--- config.mk ---
export PLATFORM = sky130hd
export DESIGN_NAME = fp_div_seq
export DESIGN_NICKNAME = d
export VERILOG_FILES = /design/src/rtl/fp_pkg.sv /design/src/rtl/fp_div_mant.sv /design/src/rtl/fp_div_seq.sv
export SDC_FILE = /design/constraint.sdc
export NUM_CORES = 1
export LEC_CHECK = 0
export CAP_MARGIN = 40
export CORE_ASPECT_RATIO = 0.75
export CORE_MARGIN = 2
export CORE_UTILIZATION = 40
export CTS_BUF_LIST = sky130_fd_sc_hd__clkbuf_16
export DETAILED_ROUTE_END_ITERATION = 10
export GPL_ROUTABILITY_DRIVEN = 0
export PLACE_DENSITY_LB_ADDON = 0.2
export SLEW_MARGIN = 20
export SYNTH_ARGS = -nofsm -noshare
export SYNTH_HDL_FRONTEND = slang
export SYNTH_SLANG_ARGS = --single-unit
--- constraint.sdc ---
create_clock -name clk -period 4.6 [get_ports clk]
set_input_delay 0.92 -clock clk [delete_from_list [all_inputs] [get_ports clk]]
set_output_delay 0.92 -clock clk [all_outputs]
set_load 0.01 [all_outputs]
--- src/rtl/fp_pkg.sv ---
// Shared floating-point definitions for the multicycle FP datapath.
// Field widths, saturation constant, divider FSM states, field helpers.
package fp_pkg;

  localparam int EXP_W = 8;
  localparam int MAN_W = 23;
  localparam int BIAS  = 127;

  localparam logic [30:0] MAX_FINITE = 31'h7F7FFFFF;

  typedef enum logic [1:0] {
    IDLE,
    DIVIDE,
    NORM,
    DONE
  } div_state_e;

  function automatic logic fp_sign(input logic [31:0] x);
    return x[31];
  endfunction

  function automatic logic [EXP_W-1:0] fp_exp(input logic [31:0] x);
    return x[30:23];
  endfunction

  function automatic logic [MAN_W-1:0] fp_frac(input logic [31:0] x);
    return x[MAN_W-1:0];
  endfunction

  // Significand with hidden bit; denormals read as zero.
  function automatic logic [MAN_W:0] fp_mant(input logic [31:0] x);
    return {(fp_exp(x) != '0), fp_frac(x)};
  endfunction

endpackage

--- src/rtl/fp_div_mant.sv ---
// Bit-serial restoring divider for 24-bit significands.
// Produces q = floor(ma * 2^25 / mb), one bit per step, MSB first.
module fp_div_mant
  import fp_pkg::*;
(
  input  logic         clk,
  input  logic         reset,
  input  logic         load,
  input  logic         step,
  input  logic [MAN_W:0] ma,
  input  logic [MAN_W:0] mb,
  output logic [25:0]  q,
  output logic         rem_nz,
  output logic         last
);

  logic [MAN_W+1:0] rem_q, rem_d;
  logic [MAN_W:0]   mb_q, mb_d;
  logic [25:0]      q_q, q_d;
  logic [4:0]       cnt_q, cnt_d;
  logic             ge;
  logic [MAN_W+1:0] diff;

  // One restoring step: subtract if it fits, then shift.
  always_comb begin
    rem_d = rem_q;
    mb_d  = mb_q;
    q_d   = q_q;
    cnt_d = cnt_q;
    ge    = rem_q >= {1'b0, mb_q};
    diff  = ge ? rem_q - {1'b0, mb_q} : rem_q;
    if (load) begin
      rem_d = {1'b0, ma};
      mb_d  = mb;
      q_d   = '0;
      cnt_d = 5'd25;
    end else if (step) begin
      rem_d = {diff[MAN_W:0], 1'b0};
      q_d   = {q_q[24:0], ge};
      cnt_d = cnt_q - 5'd1;
    end
  end

  // Datapath registers.
  always_ff @(posedge clk) begin
    if (reset) begin
      rem_q <= '0;
      mb_q  <= '0;
      q_q   <= '0;
      cnt_q <= '0;
    end else begin
      rem_q <= rem_d;
      mb_q  <= mb_d;
      q_q   <= q_d;
      cnt_q <= cnt_d;
    end
  end

  assign q      = q_q;
  assign rem_nz = |rem_q;
  assign last   = cnt_q == 5'd0;

endmodule

--- src/rtl/fp_div_seq.sv ---
// Multicycle single-precision divider, result = a / b, 28-clock latency.
// Optional FP_DIV_RNE_EN selects round-to-nearest-even (default truncate).
module fp_div_seq
  import fp_pkg::*;
(
  input  logic        clk,
  input  logic        reset,
  input  logic        start,
  input  logic [31:0] a,
  input  logic [31:0] b,
  output logic        busy,
  output logic        done,
  output logic [31:0] result,
  output logic        dz,
  output logic        of,
  output logic        uf
);

  div_state_e state_q, state_d;

  logic             sign_q, sign_d;
  logic [EXP_W-1:0] ea_q, ea_d;
  logic [EXP_W-1:0] eb_q, eb_d;
  logic [31:0]      result_q, result_d;
  logic             dz_q, dz_d;
  logic             of_q, of_d;
  logic             uf_q, uf_d;
  logic             done_q, done_d;

  logic             accept;
  logic             step;
  logic             last;
  logic             rem_nz;
  logic [25:0]      q;

  logic signed [9:0] e_n, e_r;
  logic [MAN_W-1:0]  frac_n, frac_r;

  // The done cycle blocks a new accept so the pulse stays isolated.
  assign accept = (state_q == IDLE) && start && !done_q;
  assign step   = state_q == DIVIDE;

  fp_div_mant u_mant (
    .clk    (clk),
    .reset  (reset),
    .load   (accept),
    .step   (step),
    .ma     (fp_mant(a)),
    .mb     (fp_mant(b)),
    .q      (q),
    .rem_nz (rem_nz),
    .last   (last)
  );

  // Control FSM next state.
  always_comb begin
    state_d = state_q;
    unique case (state_q)
      IDLE:    if (accept) state_d = DIVIDE;
      DIVIDE:  if (last) state_d = NORM;
      NORM:    state_d = DONE;
      DONE:    state_d = IDLE;
      default: state_d = IDLE;
    endcase
  end

  // Normalise quotient to 1.f and form the biased exponent.
  always_comb begin
    frac_n = q[25] ? q[24:2] : q[23:1];
    e_n    = {2'b00, ea_q} - {2'b00, eb_q}
           + (q[25] ? 10'(BIAS) : 10'(BIAS - 1));
  end

`ifdef FP_DIV_RNE_EN
  logic guard, sticky, inc, carry;

  // Round to nearest even; a mantissa carry bumps the exponent.
  always_comb begin
    guard  = q[25] ? q[1] : q[0];
    sticky = rem_nz | (q[25] & q[0]);
    inc    = guard & (sticky | frac_n[0]);
    {carry, frac_r} = {1'b0, frac_n} + {{MAN_W{1'b0}}, inc};
    e_r    = carry ? e_n + 10'sd1 : e_n;
  end
`else
  logic unused_rnd;

  // Truncation: guard and sticky are dropped.
  always_comb begin
    frac_r = frac_n;
    e_r    = e_n;
  end

  assign unused_rnd = q[0] ^ rem_nz;
`endif

  // Operand capture and result/flag formation.
  always_comb begin
    sign_d   = sign_q;
    ea_d     = ea_q;
    eb_d     = eb_q;
    result_d = result_q;
    dz_d     = dz_q;
    of_d     = of_q;
    uf_d     = uf_q;
    done_d   = state_q == DONE;
    if (accept) begin
      sign_d = fp_sign(a) ^ fp_sign(b);
      ea_d   = fp_exp(a);
      eb_d   = fp_exp(b);
    end
    if (state_q == NORM) begin
      dz_d = 1'b0;
      of_d = 1'b0;
      uf_d = 1'b0;
      if (eb_q == '0) begin
        dz_d     = 1'b1;
        result_d = {sign_q, MAX_FINITE};
      end else if (ea_q == '0) begin
        result_d = {sign_q, 31'h0};
      end else if (e_r >= 10'sd255) begin
        of_d     = 1'b1;
        result_d = {sign_q, MAX_FINITE};
      end else if (e_r <= 10'sd0) begin
        uf_d     = 1'b1;
        result_d = {sign_q, 31'h0};
      end else begin
        result_d = {sign_q, e_r[EXP_W-1:0], frac_r};
      end
    end
  end

  // State and output registers.
  always_ff @(posedge clk) begin
    if (reset) begin
      state_q  <= IDLE;
      sign_q   <= 1'b0;
      ea_q     <= '0;
      eb_q     <= '0;
      result_q <= '0;
      dz_q     <= 1'b0;
      of_q     <= 1'b0;
      uf_q     <= 1'b0;
      done_q   <= 1'b0;
    end else begin
      state_q  <= state_d;
      sign_q   <= sign_d;
      ea_q     <= ea_d;
      eb_q     <= eb_d;
      result_q <= result_d;
      dz_q     <= dz_d;
      of_q     <= of_d;
      uf_q     <= uf_d;
      done_q   <= done_d;
    end
  end

  assign busy   = (state_q != IDLE) || done_q;
  assign done   = done_q;
  assign result = result_q;
  assign dz     = dz_q;
  assign of     = of_q;
  assign uf     = uf_q;

endmodule

# After elaboration in Yosys (flattened, before gate mapping)
# Cells that the tools add are included.
# W data, S select, Z words.
[totals] ff_bits=135 in_bits=67 out_inout_bits=37 word_cells=64
[op_classes] n_addsub=4 order_cmp=3 eq_ne=5 mux=22 n_bitwise=1 n_reduce_logical=14
[op_table] cell="$mux W31" n=4
[op_table] cell="$mux W24" n=3
[op_table] cell="$ge A25 B24 Y1" n=1
[op_table] cell="$sub A24 B24 Y24" n=1
[op_table] cell="$mux W23" n=1
[op_table] cell="$logic_not A8 Y1" n=2
[op_table] cell="$reduce_bool A8 Y1" n=2
[op_table] cell="$add A9 B8 Y10" n=1
[op_table] cell="$ge A10 B9 Y1 const B" n=1
[op_table] cell="$le A10 B1 Y1 const B" n=1
[op_table] cell="$mux W5" n=2
[op_table] cell="$mux W1" n=9
[op_table] cell="$sub A8 B8 Y9" n=1
[op_table] cell="$pmux W2 S4" n=1
[op_table] cell="$logic_not A5 Y1" n=1
[op_table] cell="$sub A5 B1 Y5 const B" n=1
[op_table] cell="$eq A2 B2 Y1 const B" n=2
[op_table] cell="$mux W2" n=2
[op_table] cell="$reduce_bool A2 Y1" n=2
[op_table] cell="$eq A2 B1 Y1 const B" n=1
[op_table] cell="$logic_and A1 B1 Y1" n=2
[op_table] cell="$logic_not A2 Y1" n=1
[op_table] cell="$ne A2 B1 Y1 const B" n=1
[op_table] cell="$ne A2 B2 Y1 const B" n=1
[op_table] cell="5 further kinds" n=5

# Logic depth before layout (Yosys ltp)
[logic_depth] word_depth=7 mapped_depth=15 depth_no_buf=13

# By module
# Synthesis repeated with hierarchy kept, for this count alone.
[unflattened] hier_cells=1001 hier_area_um2=8306.7
[by_module_without_submodules] mod="fp_div_mant" n_inst=1 cells_per_inst=618 area_each_um2=4908.5 seq_area_each_um2=1601.5
[by_module_without_submodules] mod="fp_div_seq" n_inst=1 cells_per_inst=383 area_each_um2=3398.3 seq_area_each_um2=1101.1

# Worst setup path after synthesis
# No wires, ideal clock.
[synth_path] kind="register to register" startpoint="register ea_q[0]" endpoint="register result_q[21] (netlist: result[21])" setup_ns=0.139 arrival_ns=2.707 required_ns=4.461 setup_slack_ns=1.754 stages_incl_launch_ff=14 path_buffers=1 synth_period_minus_slack_ns=2.846 cell_sequence="dfxtp_1 inv_1 ha_1 inv_1 fa_1 xor2_1 nor3_1 o21ai_0 and2b_1 or2_1 a211oi_2 o21ai_2 buf_6 o221ai_1"
[synth_between] elab_chain_cells=7 elab_cells_between_ends=9 classes_between="2 x add/sub; 2 x order compare; 4 x mux; 1 x reduce/logical"
[synth_lines] item="start: declaration" line="fp_div_seq.sv:22" text="logic [EXP_W-1:0] ea_q, ea_d;"
[synth_lines] item="start signal: assignment" line="fp_div_seq.sv:138" text="ea_q <= '0;"
[synth_lines] item="start signal: assignment" line="fp_div_seq.sv:148" text="ea_q <= ea_d;"
[synth_lines] item="$sub A8 B8 Y9" line="fp_div_seq.sv:70" text="e_n = {2'b00, ea_q} - {2'b00, eb_q}"
[synth_lines] item="$add A9 B8 Y10" line="fp_div_seq.sv:71" text="+ (q[25] ? 10'(BIAS) : 10'(BIAS - 1));"
[synth_lines] item="$le A10 B1 Y1" line="fp_div_seq.sv:124" text="end else if (e_r <= 10'sd0) begin"
[synth_lines] item="$mux W31" line="fp_div_seq.sv:124"
[synth_lines] item="$mux W31" line="fp_div_seq.sv:121" text="end else if (e_r >= 10'sd255) begin"
[synth_lines] item="$mux W31 *" line="fp_div_seq.sv:119" text="end else if (ea_q == '0) begin"
[synth_lines] item="$mux W31 *" line="fp_div_seq.sv:116" text="if (eb_q == '0) begin"
[synth_lines] item="end signal: assignment" line="fp_div_seq.sv:150" text="result_q <= result_d;"
[synth_lines] item="end: declaration" line="fp_div_seq.sv:24" text="logic [31:0] result_q, result_d;"
# Mark *: on every way between the ends. The rest lies on a longest branch, timed or not.
# A chain may end at the register's enable or synchronous reset.

# Worst setup path in the final report
[layout_path] startpoint="register ea_q[0]" endpoint="register result_q[19] (netlist: result[19])"
# Same word-level chain as after synthesis.

==> reports/qor.txt <==
run status -> finished clean
highest metal used -> met4
Hold Crit Depth -> 2
arrival time at the worst endpoint -> 3680 ps
initial drt markers -> 542
first-pass GRT wire length -> 32510 um
via/cell ratio -> 5.463
clock sinks -> 135
worst rel slew slack -> 0.4253
Critical Path Source Type -> flop
Final ANT Viol Nets -> 0
Async SR Flop Fraction -> 0
worst hold path class -> flop to flop
syn_nets -> 1026
Commonest cells post-synth -> dfxtp_1 (135), a21oi_1 (119), nand2_1 (110), mux2i_1 (67), nor2_1 (60)
Horiz. Die Dim -> 163.4 um
nature of the critical path endpoint -> flop
overall routing resource usage -> 0.2008
R2R depth -> 12
flop2flop setup slack -> 1190 ps
full die area -> 0.02019 mm2
Hold Path End -> u_mant.mb_q[7]
initial antenna violation count -> 0
largest net degree at the start of global routing -> 91
max cap viols -> 0
fmax -> 0.2933 GHz
Setup Buffers After CTS -> 0
io pins -> 104
DRC Markers -> 0
Synth-to-Final Area Change -> 23.75%
unrepaired setup endpoints after global routing -> no
Fill cells -> 1784
share of cells above drive strength 1 -> 0.06640
count of yosys warnings during synthesis -> 0
htree depth -> 4
Final Hold Fails -> 0
Syn Inst Count -> 917
First-pass DRT Iterations -> 5
Metal-1 WL -> 10630 um
CP Class -> flop to flop
vias in the first global route -> 6364
port bufs -> 103
via count -> 6861
DP HPWL -> 13500 um
Placed Instances -> 1222
CP max stage delay -> 520 ps
area of the multi-input gates -> 0.004507 mm2
final period utilization -> 0.7413
Reg2Reg Launch Point -> ea_q[0]
clock latency on the worst-skew pair -> 430 ps
Top Family by Delay on Critical Path -> compound AO/OA/AOI/OAI gates
cts hold-fix bufs -> 0
synthesized flop and latch total -> 135
Reg clk slew, reported paths -> 60 ps
Tmin final -> 3410 ps
Max Root-Sink Buffers -> 2
Root Driver -> clkbuf_16
CTS buffer count -> 17
WL/cell -> 15.78 um
Core Area -> 0.01856 mm2
top-area cell type share of the netlist area -> 0.3546
drt total wl -> 19810 um
CTS tree -> built
Storage cell area -> 0.002703 mm2
CP max-delay cell -> nor3_1
Leak -> 3.473 nW
pwr dens -> 712.1 mW/mm2
GRT overflow -> 0
Cell Rows -> 43
EDFF count, synth -> 0
reg-to-reg endpoint -> result[19]
wire length on met2 -> 8083 um
hold path start -> u_mant.mb_q[7]
Setup TNS -> 0 ps
WP buf/inv -> 3
nets -> 1105
Max Clock Skew -> 8.240 ps
Critical Path Fanout Max -> 19
sequential share of the synthesized area -> 0.3546
cts repair resizes -> 0
Synth area leaders -> dfxtp_1 (35%), mux2i_1 (8.8%), a21oi_1 (7.8%)
post-synth cell types -> 72
Setup Viol. Count Final -> 0
Cell Chain, Critical Path -> inv_1 > ha_1 > inv_1 > fa_1 > xor2_1 > nor3_1 > nor3_1 > o21ai_0 > a31oi_1 > o21ai_2 > buf_4 > o221ai_1
Worst VDD drop -> 0.4235 mV
met3 wire length -> 972 um
Worst Tran Pin Value -> 860.0 ps
Starting Density -> 0.4107
WP data required -> 4870 ps
ant diodes -> 0
cell taking the most area after synthesis -> dfxtp_1
synthesized area -> 0.007622 mm2
Slew Limit Fails -> 0
count leader, synth -> dfxtp_1
Post-synth top flop -> dfxtp_1
syn_area_per_cell -> 8.312 um2
die height -> 123.6 um
filler-free cell count of the finished design -> 1256
## worst reg2reg max path, delay by kind of cell, from the launching register on
family	cells	cell delay (ps)
AND/OR/NAND/NOR	2	680
XOR/XNOR	1	210
buffers and inverters	3	450
flip-flops	1	320
AO/OA/AOI/OAI	4	1000
adder cells (fa/ha/maj)	2	590
## sequential cells by signal, indices dropped and copies added (netlist names)
| register | count |
|---|---|
| state_q | 2 |
| u_mant.cnt_q | 5 |
| u_mant.mb_q | 24 |
| uf | 1 |
| u_mant.q | 26 |
| u_mant.rem_q | 25 |
| ea_q | 8 |
| eb_q | 8 |
| sign_q | 1 |
| dz | 1 |
| done | 1 |
| result | 32 |
| of | 1 |
## routing by layer
metal / GRT usage / vias to the layer above
met3: 0.03556 / 11
met5: 0 / -
met2: 0.2888 / 156
met1: 0.3068 / 3224
li1: - / 3470
met4: 0.04923 / 0
## how the worst max path moves through the flow
stage | start | endpoint | slack, ps | depth (start not counted)
after global routing | ea_q[0] | result[22] | 890 | 13
after CTS | ea_q[0] | result[19] | 1230 | 13
after floorplan | ea_q[0] | result[21] | 1750 | 13
final | ea_q[0] | result[19] | 1190 | 12
after detailed placement | ea_q[0] | result[0] | 1280 | 13
after global placement | ea_q[0] | result[16] | 1310 | 12
## where the power goes
part	switching [mW]	internal, mW
combinational	2.15	1.67
sequential	0.165	1.42
clock	0.602	0.713
## cell type report
type                       instances  area share
multi-input combinational        675      0.4778
sequential                       135      0.2865
clock buffer                      17     0.04510
clock inverter                    15     0.01433
tap                              247     0.03276
inverter                          52     0.02069
timing repair buffer             115      0.1228
## cell families after synthesis
kind of cell | count (synthesis) | share of synthesized area
mux | 67 | 0.08798
buf+inv | 107 | 0.05614
xor+xnor | 30 | 0.03644
simple gates | 271 | 0.1689
flops | 135 | 0.3546
compound gates | 265 | 0.2250
fa+ha+maj | 42 | 0.07091
## through the flow
stage / util / cell area, um2 / total power [mW] / hold slack (ps) / setup slack, ps
detailed placement: 0.4750 / 8817 / 5.285 / 447.7 / 1278
floorplan: - / 7622 / 4.421 / 436.3 / 1754
CTS: 0.5052 / 9378 / 6.630 / 456.6 / 1234
global route: 0.5082 / 9433 / 7.234 / 473.2 / 892.5
finish: 0.5082 / 9433 / 6.717 / 458.9 / 1190
global placement: 0.4750 / 8817 / 5.272 / 443.9 / 1306
## placed cells by master, fill, tap and decap left out, types with 3 or more instances in the layout
cell type and n:
a211oi_1 5, o21ai_0 25, o41ai_1 4, o21ai_2 3, nor3b_1 25, inv_1 51, o2111ai_1 3, o221ai_1 27
o21a_1 10, a22oi_1 3, nand4_1 4, mux2i_1 67, and3_1 6, dfxtp_1 135, o211ai_1 3, nand3_1 7
or4_1 5, nor3_1 22, nor2_1 59, clkbuf_16 17, o21ai_1 3, nand3b_1 3, inv_6 4, o22ai_1 17
nand2_1 110, a31oi_1 5, a21o_1 9, nor2b_1 6, nand2b_1 4, xor2_1 13, xnor2_1 15, a21oi_1 119
nor4_1 6, clkdlybuf4s50_1 102, o221ai_2 3, inv_8 5, buf_4 11, clkinvlp_4 3, ha_1 39
Power figures use the tool's default switching activity.
